--- src/rtl/mdu.sv ---
// Iterative multiply/divide unit with HI/LO registers for the multicycle MIPS datapath.
// Optional macro MDU_FAST_MUL_EN: single-cycle multiplier for mult/multu; divides stay iterative.
module mdu (
    input  logic        clk,
    input  logic        reset,
    input  logic        start,
    input  logic [1:0]  op,
    input  logic [31:0] a,
    input  logic [31:0] b,
    input  logic        hi_wr,
    input  logic        lo_wr,
    input  logic [31:0] wdata,
    output logic        busy,
    output logic        done,
    output logic [31:0] hi,
    output logic [31:0] lo
);
    typedef enum logic [1:0] {IDLE, RUN, FINISH} state_t;

    state_t      state, state_nx;
    logic        is_div, qneg, rneg, bz;
    logic [4:0]  cnt;
    logic [63:0] acc;
    logic [31:0] opb;

    logic        a_neg, b_neg;
    logic [31:0] a_mag, b_mag;
    logic [32:0] mul_sum;
    logic [63:0] mul_nx, div_nx, mul_fix;
    logic [33:0] div_diff;
    logic [31:0] quo_fix, rem_fix;

    // op[0]=1 selects the unsigned variants
    assign a_neg = ~op[0] & a[31];
    assign b_neg = ~op[0] & b[31];
    assign a_mag = a_neg ? -a : a;
    assign b_mag = b_neg ? -b : b;

    // Multiply: acc = {partial product, remaining multiplier bits}
    assign mul_sum = {1'b0, acc[63:32]} + (acc[0] ? {1'b0, opb} : 33'd0);
    assign mul_nx  = {mul_sum, acc[31:1]};

    // Divide: acc = {remainder, dividend bits shifting into quotient}
    assign div_diff = {1'b0, acc[63:31]} - {2'b00, opb};
    assign div_nx   = div_diff[33] ? {acc[62:0], 1'b0}
                                   : {div_diff[31:0], acc[30:0], 1'b1};

    assign mul_fix = qneg ? -acc : acc;
    assign quo_fix = qneg ? -acc[31:0] : acc[31:0];
    assign rem_fix = rneg ? -acc[63:32] : acc[63:32];

`ifdef MDU_FAST_MUL_EN
    logic [63:0] ext_a, ext_b, fast_prod;
    assign ext_a     = op[0] ? {32'd0, a} : {{32{a[31]}}, a};
    assign ext_b     = op[0] ? {32'd0, b} : {{32{b[31]}}, b};
    assign fast_prod = ext_a * ext_b;
`endif

    assign busy = (state != IDLE);

    always_ff @(posedge clk or negedge reset) begin
        if (!reset) state <= IDLE;
        else        state <= state_nx;
    end

    always_comb begin
        state_nx = state;
        case (state)
            IDLE: begin
                if (start) begin
`ifdef MDU_FAST_MUL_EN
                    state_nx = op[1] ? RUN : FINISH;
`else
                    state_nx = RUN;
`endif
                end
            end
            RUN:     if (cnt == 5'd31) state_nx = FINISH;
            FINISH:  state_nx = IDLE;
            default: state_nx = IDLE;
        endcase
    end

    always_ff @(posedge clk or negedge reset) begin
        if (!reset) begin
            done   <= 1'b0;
            hi     <= '0;
            lo     <= '0;
            is_div <= 1'b0;
            qneg   <= 1'b0;
            rneg   <= 1'b0;
            bz     <= 1'b0;
            cnt    <= '0;
            acc    <= '0;
            opb    <= '0;
        end else begin
            done <= (state == FINISH);
            case (state)
                IDLE: begin
                    if (hi_wr) hi <= wdata;
                    if (lo_wr) lo <= wdata;
                    if (start) begin
                        is_div <= op[1];
                        qneg   <= a_neg ^ b_neg;
                        rneg   <= a_neg;
                        bz     <= (b == 32'd0);
                        cnt    <= '0;
                        acc    <= {32'd0, a_mag};
                        opb    <= b_mag;
`ifdef MDU_FAST_MUL_EN
                        if (!op[1]) begin
                            acc  <= fast_prod;
                            qneg <= 1'b0;
                        end
`endif
                    end
                end
                RUN: begin
                    acc <= is_div ? div_nx : mul_nx;
                    cnt <= cnt + 5'd1;
                end
                FINISH: begin
                    // Unsigned restoring divide by zero already yields rem=|a|; only lo needs forcing
                    if (is_div) begin
                        hi <= rem_fix;
                        lo <= bz ? 32'hFFFF_FFFF : quo_fix;
                    end else begin
                        {hi, lo} <= mul_fix;
                    end
                end
                default: ;
            endcase
        end
    end
endmodule

--- config.mk ---
export PLATFORM = sky130hd
export DESIGN_NAME = mdu
export DESIGN_NICKNAME = d
export VERILOG_FILES = /design/src/rtl/mdu.sv
export SDC_FILE = /design/constraint.sdc
export NUM_CORES = 1
export LEC_CHECK = 0
export CAP_MARGIN = 20
export CORE_MARGIN = 5
export CORE_UTILIZATION = 45
export DETAILED_ROUTE_END_ITERATION = 8
export PLACE_DENSITY = 0.66
export REMOVE_ABC_BUFFERS = 1
export SYNTH_ARGS = -nofsm -noshare
export SYNTH_HDL_FRONTEND = slang
export SYNTH_SLANG_ARGS = --single-unit
export TNS_END_PERCENT = 100
--- constraint.sdc ---
create_clock -name clk -period 5.1 [get_ports clk]
set_input_delay 1.275 -clock clk [delete_from_list [all_inputs] [get_ports clk]]
set_output_delay 1.275 -clock clk [all_outputs]
set_load 0.05 [all_outputs]
==> results <==
- The flow ran to the end, and the final reports show no timing, DRC or antenna violations.
- The sum of routed wire length over all layers is ~48000 um.
- The share of the synthesized area in the top cell type is 0.2966.
- The filler cells instantiated in the layout total 3059.
- The standard cell area after detailed placement is 16340 um2.
- The post-route clock skew is around 0.013 ns.
- The largest stage delay on the critical path is 0.61 ns.
- The count of final hold-check violations is 0.
- The number of resized instances in the post-cts repair step is 0.
- Of the synthesized area, sequential elements account for 0.2966.
- The initial standard-cell utilization of the core is 0.4576.
- Counting both buffers and inverters, the worst setup path holds a total of 1.
- The cell type with the highest aggregate area in the netlist is dfrtp_1.
- In this run the worst path has a maximum fanout of 4.
- The slew at the pin closest to its max-slew limit is 0.9876 ns.
- The number of DRC markers in iteration 0 is 1107.
- The area occupied by multi-input gates is 9387 um2.
- The hold buffer count at CTS is 0.
- For this run, design rule violations remaining after detail routing come to 0.
- The time the final worst path needs with I/O delays and setup is 4.240 ns.
- In this run the most critical hold path is launched from opb[10].
- Counting along the longest clock path gives a buffer depth of 2.
- The final standard cell area without fillers is about 17000 um2.
- At the worst endpoint, the arrival time is roughly 4.5 ns.
- The region available for standard cell placement spans 31720 um2.
- The most frequent cell after synthesis is o21ai_0.
- The maximum ir drop on the vdd rail is 0.0003241 V.
- The startpoint of the worst-slack reg-to-reg timing path is acc[52].
- The internal reg-to-reg setup slack is 1.12 ns.
- The root buffer selected by CTS is clkbuf_16.
- The congestion estimate from routability-driven global placement came to ~0.94.
- For this run, the total global-route usage over all layers was measured as 0.2623.
- Traced cell by cell, the critical path runs through clkdlybuf4s50_1, nor4_1, nand2b_1, nor4_1, nand2_1, or3_1, or4_1, o31ai_1, xor2_1, o21ai_0.
- Setup violations remaining at the end of the flow were counted as 0.
- The CTS sink count is 172.
- The number of buffers inserted by post-CTS setup repair is 0.
- The area added between synthesis and finish is 16.99%.
- Based on the critical path, the design can be clocked at up to 235.8 MHz.
- The tightest hold margin is 0.4769 ns.
- The die is 189.6 um wide.
- The ratio of final minimum period to clock period is 0.8314.
- In this run the worst hold path is classified as register to register.
- The number of H-tree levels is 4.
- After global routing the overflow that remains totals 0.
- Dividing the detail-routed via count by the number of cells gives between 6 and 7.
- Setup repair after global routing left no endpoint under its margin.
- The number of input and output port buffers inserted is 168.
- The clock latency at the later pin of the worst-skew pair is 0.45 ns.
- The type of the worst setup path is input pin to register.
- The kind of start point of the critical path is an input pin.
- The async set or reset register ratio after synthesis is 1.000.
- After synthesis the netlist holds a flip-flop and latch count of 172.
- The initial antenna violation count came to 0.
- The number of antenna diodes in the final layout is 0.
- The worst slew slack as a fraction of its limit is 0.3393.
- The summed negative setup slack over all endpoints is 0 ns.
- The count of nets left with antenna violations once routing finished came out at 0.
- The pin count of the biggest net entering global routing is 81.
- The largest individual stage delay along the critical path comes from the cell nor4_1.
- The cell area that synthesis handed to floorplanning was 14510 um2.
- about 170 I/O pins were placed.
- The sequential cell area in the final layout is 4305 um2.
- The top flip-flop cell by instance count after synthesis is dfrtp_1.
- The data required time of the worst path is 5.39 ns.
- The first-pass GRT wire length is 75950 um.
- By area the synthesized netlist is led by dfrtp_1 30%, o21ai_0 7.7%, ha_1 6.0%, xnor2_1 5.6%, nand2_1 4.9%.
- The count of synthesis-stage warnings from yosys is 0.
- The number of core rows is 65.
- The cell family with the largest share of critical-path delay is simple AND/OR/NAND/NOR gates.
- A synthesized cell averages slightly above 8 um2.
- The max-slew violation count is 0.
- Sorting the synthesized cells by how often they occur yields 223 x o21ai_0, 190 x nand2_1, 172 x dfrtp_1.
- The die covers 35940 um2.
- After detailed routing, the average wire length per cell comes to 20.86 um.
- Clock-pin slew was measured on the worst setup and hold paths at roughly 0.07 ns.
- TritonCTS built the clock tree.
- The most critical setup path has its startpoint at b[4].
- Detailed placement finished with a half-perimeter wire length of 36650 um.
- The power density over the cells is 779.0 nW/um2.
- The vias after detailed routing is 14230.
- The count of max-cap constraint violations is 0.
- Counting stages on the worst path, the most repeated cell is nor4_1.
- Yosys mapped a number of flops with a built-in enable equal to 0.
- The fraction of layout instances using a drive strength above 1 is 0.05164.
- TritonCTS created 17 clock buffers.
- The number of global-route vias before repair was 13724.
- The die is roughly 190 um tall.
- Summed over all cells, the static leakage comes to 6.973 nW.
- The number of instances in the synthesized netlist is 1798.
- The length of the first detailed-routing pass in iterations is 5.
- STA classifies the critical path endpoint as a register.
- The net count of the finished layout is roughly 2100.
- Synthesis instantiated 79 different standard cells from the library.
-- cell type report --
class                      count  share of cell area
multi-input combinational   1449              0.5528
sequential                   172              0.2536
timing repair buffer         199              0.1136
tap                          402             0.02962
clock buffer                  17             0.02506
inverter                      66             0.01459
clock inverter                14             0.01076
-- where the power goes --
part           internal (mW)  leakage [nW]  total [mW]  switching, mW
clock network          0.743         0.289        1.40          0.658
registers               2.03          2.09        2.97          0.934
logic                   3.46          4.59        8.86           5.40
-- cells in the final DEF (no fill, tap or decap), types with 17 or more instances in the layout --
cell type,netlist,final
o21ai_0,223,223
nand2_1,190,189
dfrtp_1,172,171
clkdlybuf4s50_1,0,167
a21oi_1,130,130
nor2_1,116,115
xnor2_1,93,93
xor2_1,70,70
ha_1,70,70
inv_1,65,65
mux2i_1,55,55
o22ai_1,43,43
nand3_1,33,33
nor3_1,33,33
a22oi_1,33,33
a21o_1,32,32
buf_4,2,30
or3_1,29,29
o211ai_1,29,29
o31ai_1,24,24
a31oi_1,22,22
nor4_1,19,19
o41ai_1,17,17
clkbuf_16,0,17
-- worst register-to-register path, cell delays in order, from the launching register on --
cell and delay [ns]:
dfrtp_1 0.50, ha_1 0.42, a21o_1 0.22, a21o_1 0.19
and3_1 0.17, a2111oi_0 0.66, o221ai_1 0.36, o21ai_1 0.39
nand2_1 0.34, buf_4 0.31, o21ai_0 0.17, o221ai_1 0.13
-- metal layers --
layer,up-vias,global-route usage,part of all wire
met4,0,0.09043,0.033
met3,101,0.04752,0.075
li1,6803,-,-
met2,585,0.4235,0.45
met5,-,0,0
met1,6741,0.3566,0.44
-- metrics by stage --
| stage | utilization | power, mW | cells | worst slack, ns |
|---|---|---|---|---|
| floorplan | - | 8.963 | 1687 | 1.189 |
| global placement | 0.5153 | 11.59 | 2286 | 0.4956 |
| detailed placement | 0.5153 | 11.69 | 2286 | 0.4264 |
| CTS | 0.5344 | 13.12 | 2317 | 0.8956 |
| global route | 0.5353 | 14.21 | 2319 | 0.5942 |
| finish | 0.5353 | 13.23 | 2319 | 0.8599 |
-- final timing paths --
check                      cells after the start       to
setup / recovery                              10  opb[25]
hold / removal                                 2  opb[10]
setup reg to reg                              11  acc[32]
hold reg to reg                                2  opb[10]
max in group asynchronous                      2  acc[49]
min in group asynchronous                      1  acc[11]
-- registers in the layout, summed over array words and instances (netlist names) --
signal,cells
rneg,1
acc,64
bz,1
is_div,1
opb,32
qneg,1
hi,32
lo,32
cnt,5
done,1
state,2
-- cell families (layout without fill, tap and decap cells) --
| family | count (synthesis) | count (layout) | share of synthesized area |
|---|---|---|---|
| fa+ha+maj | 72 | 72 | 0.06311 |
| mux | 55 | 55 | 0.03793 |
| compound gates | 631 | 631 | 0.2674 |
| buf+inv | 177 | 296 | 0.05819 |
| xor+xnor | 163 | 163 | 0.09837 |
| simple gates | 528 | 528 | 0.1784 |
| flops | 172 | 172 | 0.2966 |
(Power assumes the default switching activity.)
